`config.mk`:
```
export PLATFORM = sky130hd
export DESIGN_NAME = fwd_hazard_unit
export DESIGN_NICKNAME = d
export VERILOG_FILES = /design/src/rtl/fwd_hazard_unit.sv
export SDC_FILE = /design/constraint.sdc
export NUM_CORES = 1
export LEC_CHECK = 0
export ABC_CLOCK_PERIOD_IN_PS = 2770
export BUFFER_PORTS_ARGS = -buffer_cell sky130_fd_sc_hd__buf_2
export CELL_PAD_IN_SITES_DETAIL_PLACEMENT = 1
export CELL_PAD_IN_SITES_GLOBAL_PLACEMENT = 1
export CORE_MARGIN = 4
export CORE_UTILIZATION = 38
export CTS_CLUSTER_SIZE = 28
export DETAILED_ROUTE_END_ITERATION = 16
export GPL_TIMING_DRIVEN = 0
export PLACE_DENSITY = 0.79
export SETUP_SLACK_MARGIN = 0.5
export SLEW_MARGIN = 15
export SYNTH_ARGS = -nofsm -noshare
export SYNTH_HDL_FRONTEND = slang
export SYNTH_SLANG_ARGS = --single-unit
```
`constraint.sdc`:
```
create_clock -name clk -period 2.77 [get_ports clk]
set_input_delay 0.6925 -clock clk [delete_from_list [all_inputs] [get_ports clk]]
set_output_delay 0.6925 -clock clk [all_outputs]
set_load 0.01 [all_outputs]
```
`src/rtl/fwd_hazard_unit.sv`:
```
// rtl/fwd_hazard_unit.sv - operand forwarding select and load-use stall unit
module fwd_hazard_unit #(
  parameter int REG_AW = 5,
  parameter int NSTAGE = 3,
  parameter int NPORT  = 2,
  localparam int SW    = $clog2(NSTAGE + 1)
) (
  input  logic                    clk,
  input  logic                    rst_n,
  input  logic                    id_valid,
  input  logic [NPORT*REG_AW-1:0] id_rs,
  input  logic [NPORT-1:0]        id_rs_en,
  input  logic [REG_AW-1:0]       id_rd,
  input  logic                    id_we,
  input  logic                    id_load,
  input  logic                    hold,
  input  logic                    flush,
  output logic [NPORT*SW-1:0]     fwd_sel,
  output logic                    stall,
  output logic [15:0]             stall_cnt
);

  // In-flight destination record, index 0 is the youngest (EX) stage
  logic [NSTAGE-1:0]             we_q, we_d;
  logic [NSTAGE-1:0][REG_AW-1:0] rd_q, rd_d;
  logic [NSTAGE-1:0]             load_q, load_d;
  logic [15:0]                   stall_cnt_q, stall_cnt_d;

  logic                          load_use;

  // Per-port bypass select; scanning oldest to youngest lets the youngest producer win
  always_comb begin
    fwd_sel  = '0;
    load_use = 1'b0;
    for (int p = 0; p < NPORT; p++) begin
      for (int s = NSTAGE - 1; s >= 0; s--) begin
        if (id_rs_en[p] && we_q[s] && (rd_q[s] != '0) &&
            (rd_q[s] == id_rs[p*REG_AW +: REG_AW])) begin
          fwd_sel[p*SW +: SW] = SW'(s + 1);
          if (s == 0 && load_q[0]) begin
            load_use = 1'b1;
          end
        end
      end
    end
    stall = id_valid & ~flush & load_use;
  end

  // Next-state: freeze on hold, bubble on flush/stall, otherwise admit the ID instruction
  always_comb begin
    we_d        = we_q;
    rd_d        = rd_q;
    load_d      = load_q;
    stall_cnt_d = stall_cnt_q;
    if (!hold) begin
      for (int s = 1; s < NSTAGE; s++) begin
        we_d[s]   = we_q[s-1];
        rd_d[s]   = rd_q[s-1];
        load_d[s] = load_q[s-1];
      end
      if (flush || stall) begin
        we_d[0]   = 1'b0;
        rd_d[0]   = '0;
        load_d[0] = 1'b0;
      end else begin
        we_d[0]   = id_valid & id_we;
        rd_d[0]   = id_rd;
        load_d[0] = id_valid & id_load;
      end
      if (stall && (stall_cnt_q != 16'hFFFF)) begin
        stall_cnt_d = stall_cnt_q + 16'd1;
      end
    end
  end

  // Stage record and stall counter registers
  always_ff @(posedge clk or negedge rst_n) begin
    if (!rst_n) begin
      we_q        <= '0;
      rd_q        <= '0;
      load_q      <= '0;
      stall_cnt_q <= '0;
    end else begin
      we_q        <= we_d;
      rd_q        <= rd_d;
      load_q      <= load_d;
      stall_cnt_q <= stall_cnt_d;
    end
  end

  assign stall_cnt = stall_cnt_q;

endmodule

```
==> results.cfg, run 1 <==
[grt]
grt_pass1_wl_um = 8710
grt_overflow = 0
grt_max_degree = 36
grt_usage_pct = 17.8
grt_pass1_vias = 1758
antenna_found_initial = 0

[routing]
num_vias = 1630
drt_iter0_drc = 86
drt-vias-per-instance = 5.29
dr.pass1.iters = 4
antenna_left = 0
drc_errors = 0
wl_um = 6150
wl_per_cell_um = 20.0

[worst_setup_path]
worstSetupPathType = in -> out
path_buf_inv = 3
worst_setup_path_start_kind = input port
crit_path_end_kind = output port
worst-path-stages = 8
crit_path_cell_trace = buf_6 > xor2_2 > nor4_4 > nand3_2 > a211oi_4 > buf_8 > and3b_1 > buf_2
reg2reg_depth = 7
worstPathRequired_ns = 2.08
max_stage_delay_ns = 0.36
arrival_ns = 2.23
critPathMaxFanout = 3
rrSetupSlack_ns = 0.52
cp_slowest_cell = nor4_4
cp_top_family = simple AND/OR/NAND/NOR gates

[synth]
syn-num-nets = 195
syn_area_per_cell_um2 = 11.7
synth-seq-area-share_pct = 44.0
synth_seq_cells = 35
synth_ff_type = dfrtp_1
synth_top_area_share_pct = 44.0
ys_top_cells_by_area = dfrtp_1, xor2_1, xnor2_1, mux2_2, nand3_2
syn_area_um2 = 1990
yosys.area.top_type = dfrtp_1
synth_top_family_by_area = XOR/XNOR gates
syn_inst = 170
synth_edf_count = 0
yosys_warnings = 0
synth-compound-area-share_pct = 8.48
synthAdderAreaFrac_pct = 0.628
ys_types = 32
synthMuxAreaShare_pct = 7.54
synth-xor-area-share_pct = 19.8
ys_top_cells_by_count = dfrtp_1, xor2_1, xnor2_1
post-synth-top-count-cell = dfrtp_1
async_flop_share_pct = 100
synthSimpleGateAreaFrac_pct = 17.8

[power]
powerDensity_nw_per_um2 = 461
clock_power_share_pct = 36.9
pwr-share-seq_pct = 45.3
internal-power_w = 0.000944
net-switching-power_w = 0.000353
combPwrFrac_pct = 17.8
power.leakage_nw = 1.33
swShare_pct = 27.2
peakVddDrop_uv = 385

[cts]
ctsHoldBuffers = 0
cts_buffers = 5
cts.htree.levels = 2
cts_tree = built
cts_sinks = 35
path_clk_slew_ns = 0.07
cts.path.max_buffers = 2
insertion_delay_ns = 0.29
root_buffer = clkbuf_8

[layout]
post-route-cell-area_um2 = 2810
antenna_cells = 0
fin_nets = 262
areaGrowthSynthToFinish_pct = 41.1
final_layout_size_suffix_gt1_share_pct = 51.3

[placement]
pre_cts_ws_ns = -0.653
port_buffers = 44
place_congestion = 0.837
dp_hpwl_um = 3630
placed_cell_area_um2 = 2300

[run_status]
violations = setup timing
status = finished with violations

[job]
cap_violations = 0

[timing]
worstMarginPinSlew_ns = 0.787
finalSetupViolCount = 1
slew_headroom_pct = 47.5
min_period_ns = 2.93
slew_violations = 0
final.period_utilization_pct = 106
fmax_mhz = 342
setup_slack_ns = -0.155
rsz0062_at_grt = yes
hold_viol = 0
fin_skew_ns = 0.00775

[floorplan]
floorplan.initialDensity_pct = 39.0
dieArea_um2 = 6460
floorplan.core_area_um2 = 5110
rows = 26
boundaryPins = 45
die_w_um = 80.4
die_h_um = 80.4

[worst_hold_path]
min_path_type = in -> async
-- worst register-to-register path: cells and delay by family (launching register included) --
family | cells | cell delay [ns]
AOI/OAI and AO/OA | 1 | 0.34
xor gates and xnor gates | 1 | 0.21
buffers and inverters | 1 | 0.23
DFF | 1 | 0.46
muxes | 1 | 0.30
and+or+nand+nor | 3 | 0.60
-- power by group through the flow --
stage / Combinational [W] / Sequential [W] / Clock, W
after floorplan: 0.000106 / 0.000577 / 0
after global placement: 0.000154 / 0.000591 / 0
after detailed placement: 0.000160 / 0.000593 / 0
after CTS: 0.000197 / 0.000582 / 0.000486
after global routing: 0.000250 / 0.000592 / 0.000509
final: 0.000230 / 0.000588 / 0.000479
-- area by class of cell --
| cell class | instances | area [um2] |
|---|---|---|
| Tap cell | 70 | 87.6 |
| Inverter | 2 | 7.51 |
| Timing Repair Buffer | 60 | 417 |
| Fill cell | 554 | 2300 |
| Sequential cell | 35 | 881 |
| Clock inverter | 2 | 35.0 |
| Clock buffer | 6 | 82.6 |
| Multi-Input combinational cell | 129 | 1270 |
| Buffer | 4 | 30.0 |
-- registers in the layout, indices dropped and copies added (netlist names) --
register / count
rd_q: 15
we_q: 3
stall_cnt: 16
load_q: 1
-- cells in the final DEF, fill, tap and decap left out, types with 3 or more instances in the layout --
cell type   n
buf_2      39
dfrtp_1    31
xor2_1     19
xnor2_1    16
buf_4      13
mux2_2     12
and3_1      8
a22o_1      7
nand4_1     6
clkbuf_8    6
nand3_2     5
nand3_1     5
nor2_1      5
nand3_4     5
xnor2_2     5
buf_6       5
xor2_2      4
dfrtp_2     4
o21a_1      3
buf_8       3
-- repair_timing --
action / 4_1_cts / 5_1_grt
buffers inserted: 9 / 6
cloned: 0 / 1
endpoints found under the setup margin: 28 / 25
endpoints found under the hold margin: 0 / 0
pin swaps: 10 / 11
resized for setup: 22 / 31
-- per-stage QoR --
step / total power (W) / setup TNS [ns] / utilization (%) / hold WS (ns) / instances
floorplan: 0.000683 / -0.0259 / - / 0.397 / 170
global placement: 0.000745 / -0.668 / 45.0 / 0.472 / 284
detailed placement: 0.000753 / -0.679 / 45.0 / 0.483 / 284
CTS: 0.00127 / -0.112 / 50.3 / 0.499 / 301
global route: 0.00135 / -0.332 / 55.0 / 0.522 / 308
finish: 0.00130 / -0.155 / 55.0 / 0.478 / 308
-- path summary, 6_finish.rpt --
path                                from             to
setup / recovery                id_rs[9]          stall
hold reg to reg            stall_cnt[13]  stall_cnt[13]
max in group asynchronous          rst_n        rd_q[3]
min in group clk           stall_cnt[13]  stall_cnt[13]
hold / removal                     rst_n   stall_cnt[9]
setup reg to reg                 rd_q[4]   stall_cnt[1]
-- metal layers --
| metal | wire [um] | global-route usage, % | up-vias |
|---|---|---|---|
| met5 | 0 | 0 | - |
| met4 | 223 | 5.24 | 0 |
| met3 | 207 | 3.14 | 15 |
| met2 | 3190 | 31.2 | 42 |
| met1 | 2520 | 22.2 | 823 |
| li1 | - | - | 750 |
-- kinds of logic after synthesis --
family / after synthesis
simple gates: 51
xor+xnor: 45
flops: 35
compound gates: 19
mux: 13
buf+inv: 6
fa+ha+maj: 1
(Power assumes the default switching activity.)
==> run 2: changes to the inputs <==
Settings changed: CORE_ASPECT_RATIO set to 0.75, CORE_UTILIZATION 38 to 35, PLACE_DENSITY 0.79 to 0.74.
==> results.cfg, run 2 (synthesis results as in run 1) <==
[power]
net-switching-power_w = 0.000321
peakVddDrop_uv = 207
pwr-share-seq_pct = 51.5
swShare_pct = 28.2
power_w = 0.00114
internal-power_w = 0.000818
powerDensity_nw_per_um2 = 435
combPwrFrac_pct = 17.6
clock_power_share_pct = 30.8
power.leakage_nw = 1.24

[worst_setup_path]
cp_slowest_cell = a211oi_4
arrival_ns = 2.21
max_stage_delay_ns = 0.35
rrSetupSlack_ns = 0.49
crit_path_end_kind = output port
worstSetupPathType = in -> out
crit_path_cell_trace = buf_6 > xor2_2 > nor4_2 > nand3_1 > a211oi_4 > buf_8 > and3b_1 > buf_2
worst_setup_path_start_kind = input port
critPathMaxFanout = 3
worstPathRequired_ns = 2.08

[floorplan]
floorplan.initialDensity_pct = 36.6
die_h_um = 73.3
boundaryPins = 45
floorplan.core_area_um2 = 5440
rows = 23
dieArea_um2 = 6970
die_w_um = 95.1

[cts]
cts_tree = built
path_clk_slew_ns = 0.07
cts.path.max_buffers = 2
cts_buffers = 5
root_buffer = clkbuf_8
ctsHoldBuffers = 0
cts_sinks = 35
cts.htree.levels = 2
insertion_delay_ns = 0.28

[routing]
antenna_left = 0
num_vias = 1542
drc_errors = 0
drt-vias-per-instance = 5.01
dr.pass1.iters = 4
wl_um = 5270
wl_per_cell_um = 17.1
drt_iter0_drc = 48

[placement]
pre_cts_ws_ns = -0.630
placed_cell_area_um2 = 2310
dp_hpwl_um = 3820
dp.cells = 289
port_buffers = 44
place_congestion = 0.815

[timing]
final.period_utilization_pct = 105
worstMarginPinSlew_ns = 0.790
fin_skew_ns = 0.00568
setup_slack_ns = -0.137
slew_headroom_pct = 47.3
slew_violations = 0
fin_setup_tns_ns = -0.137
fmax_mhz = 344
min_period_ns = 2.91
hold_viol = 0
rsz0062_at_grt = yes
finalSetupViolCount = 1

[layout]
fin_nets = 257
largest_reg_flops = 16
fillers = 614
seq_area_um2 = 880
final_common_cell = buf_2
final_layout_size_suffix_gt1_share_pct = 45.5
finalNonFillerCells = 308
areaGrowthSynthToFinish_pct = 31.5
post-route-cell-area_um2 = 2620
final_cell_mix = buf_2, dfrtp_1, xnor2_1
antenna_cells = 0
multi_input_area_um2 = 1180

[grt]
grt_max_degree = 36
grt_pass1_vias = 1569
grt_pass1_wl_um = 8220
grt_usage_pct = 15.2
antenna_found_initial = 0
grt_overflow = 0

[job]
cap_violations = 0

[run_status]
status = finished with violations
violations = setup timing

[worst_hold_path]
min_path_type = reg -> reg
-- run 2: area by class of cell --
class / count / area share [%]
well taps: 75 / 3.58
inverters: 2 / 0.287
flip-flops and latches: 35 / 33.6
plain buffers: 4 / 1.15
multi-input cells: 129 / 45.2
clock inverters: 1 / 0.191
repair buffers: 55 / 13.1
clock buffers: 7 / 2.91
-- run 2: worst max-delay path: cells and delay by family --
| kind | cells | cell delay, ns |
|---|---|---|
| and+or+nand+nor | 3 | 0.64 |
| xor gates and xnor gates | 1 | 0.15 |
| AOI/OAI and AO/OA | 1 | 0.35 |
| buffers and inverters | 3 | 0.38 |
-- run 2: per-stage QoR --
step | utilization (%) | hold slack [ns]
5_1_grt | 48.2 | 0.508
3_5_place_dp | 42.4 | 0.485
2_1_floorplan | - | 0.397
6_report | 48.2 | 0.490
3_3_place_gp | 42.4 | 0.483
4_1_cts | 46.4 | 0.492
-- run 2: power groups by stage --
stage               registers (W)  clock network, W  logic [W]
finish                   0.000587          0.000351   0.000201
global route             0.000591          0.000387   0.000218
CTS                      0.000588          0.000366   0.000180
detailed placement       0.000595                 0   0.000160
global placement         0.000594                 0   0.000156
floorplan                0.000577                 0   0.000106
-- run 2: path summary, 6_finish.rpt --
check / startpoint / to / cells after the start
max reg2reg: rd_q[4] / stall_cnt[1] / 8
max: id_rs[9] / stall / 8
min: stall_cnt[14] / stall_cnt[14] / 1
max in group asynchronous: rst_n / rd_q[1] / 1
min reg2reg: stall_cnt[14] / stall_cnt[14] / 1
min in group asynchronous: rst_n / rd_q[2] / 1
-- run 2: repair_timing --
action | 4_1_cts | 5_1_grt
setup endpoints to repair | 28 | 19
setup buffers | 6 | 5
endpoints found under the hold margin | 0 | 0
gates cloned | 0 | 0
gates resized for setup | 21 | 13
pin swaps | 4 | 6
-- run 2: per-layer routing --
metal / track usage [%] / share of wire (%) / vias up
met3: 2.87 / 4.4 / 6
li1: - / - / 732
met4: 4.16 / 1.2 / 0
met1: 24.0 / 52 / 766
met2: 20.7 / 42 / 38
met5: 0 / 0 / -
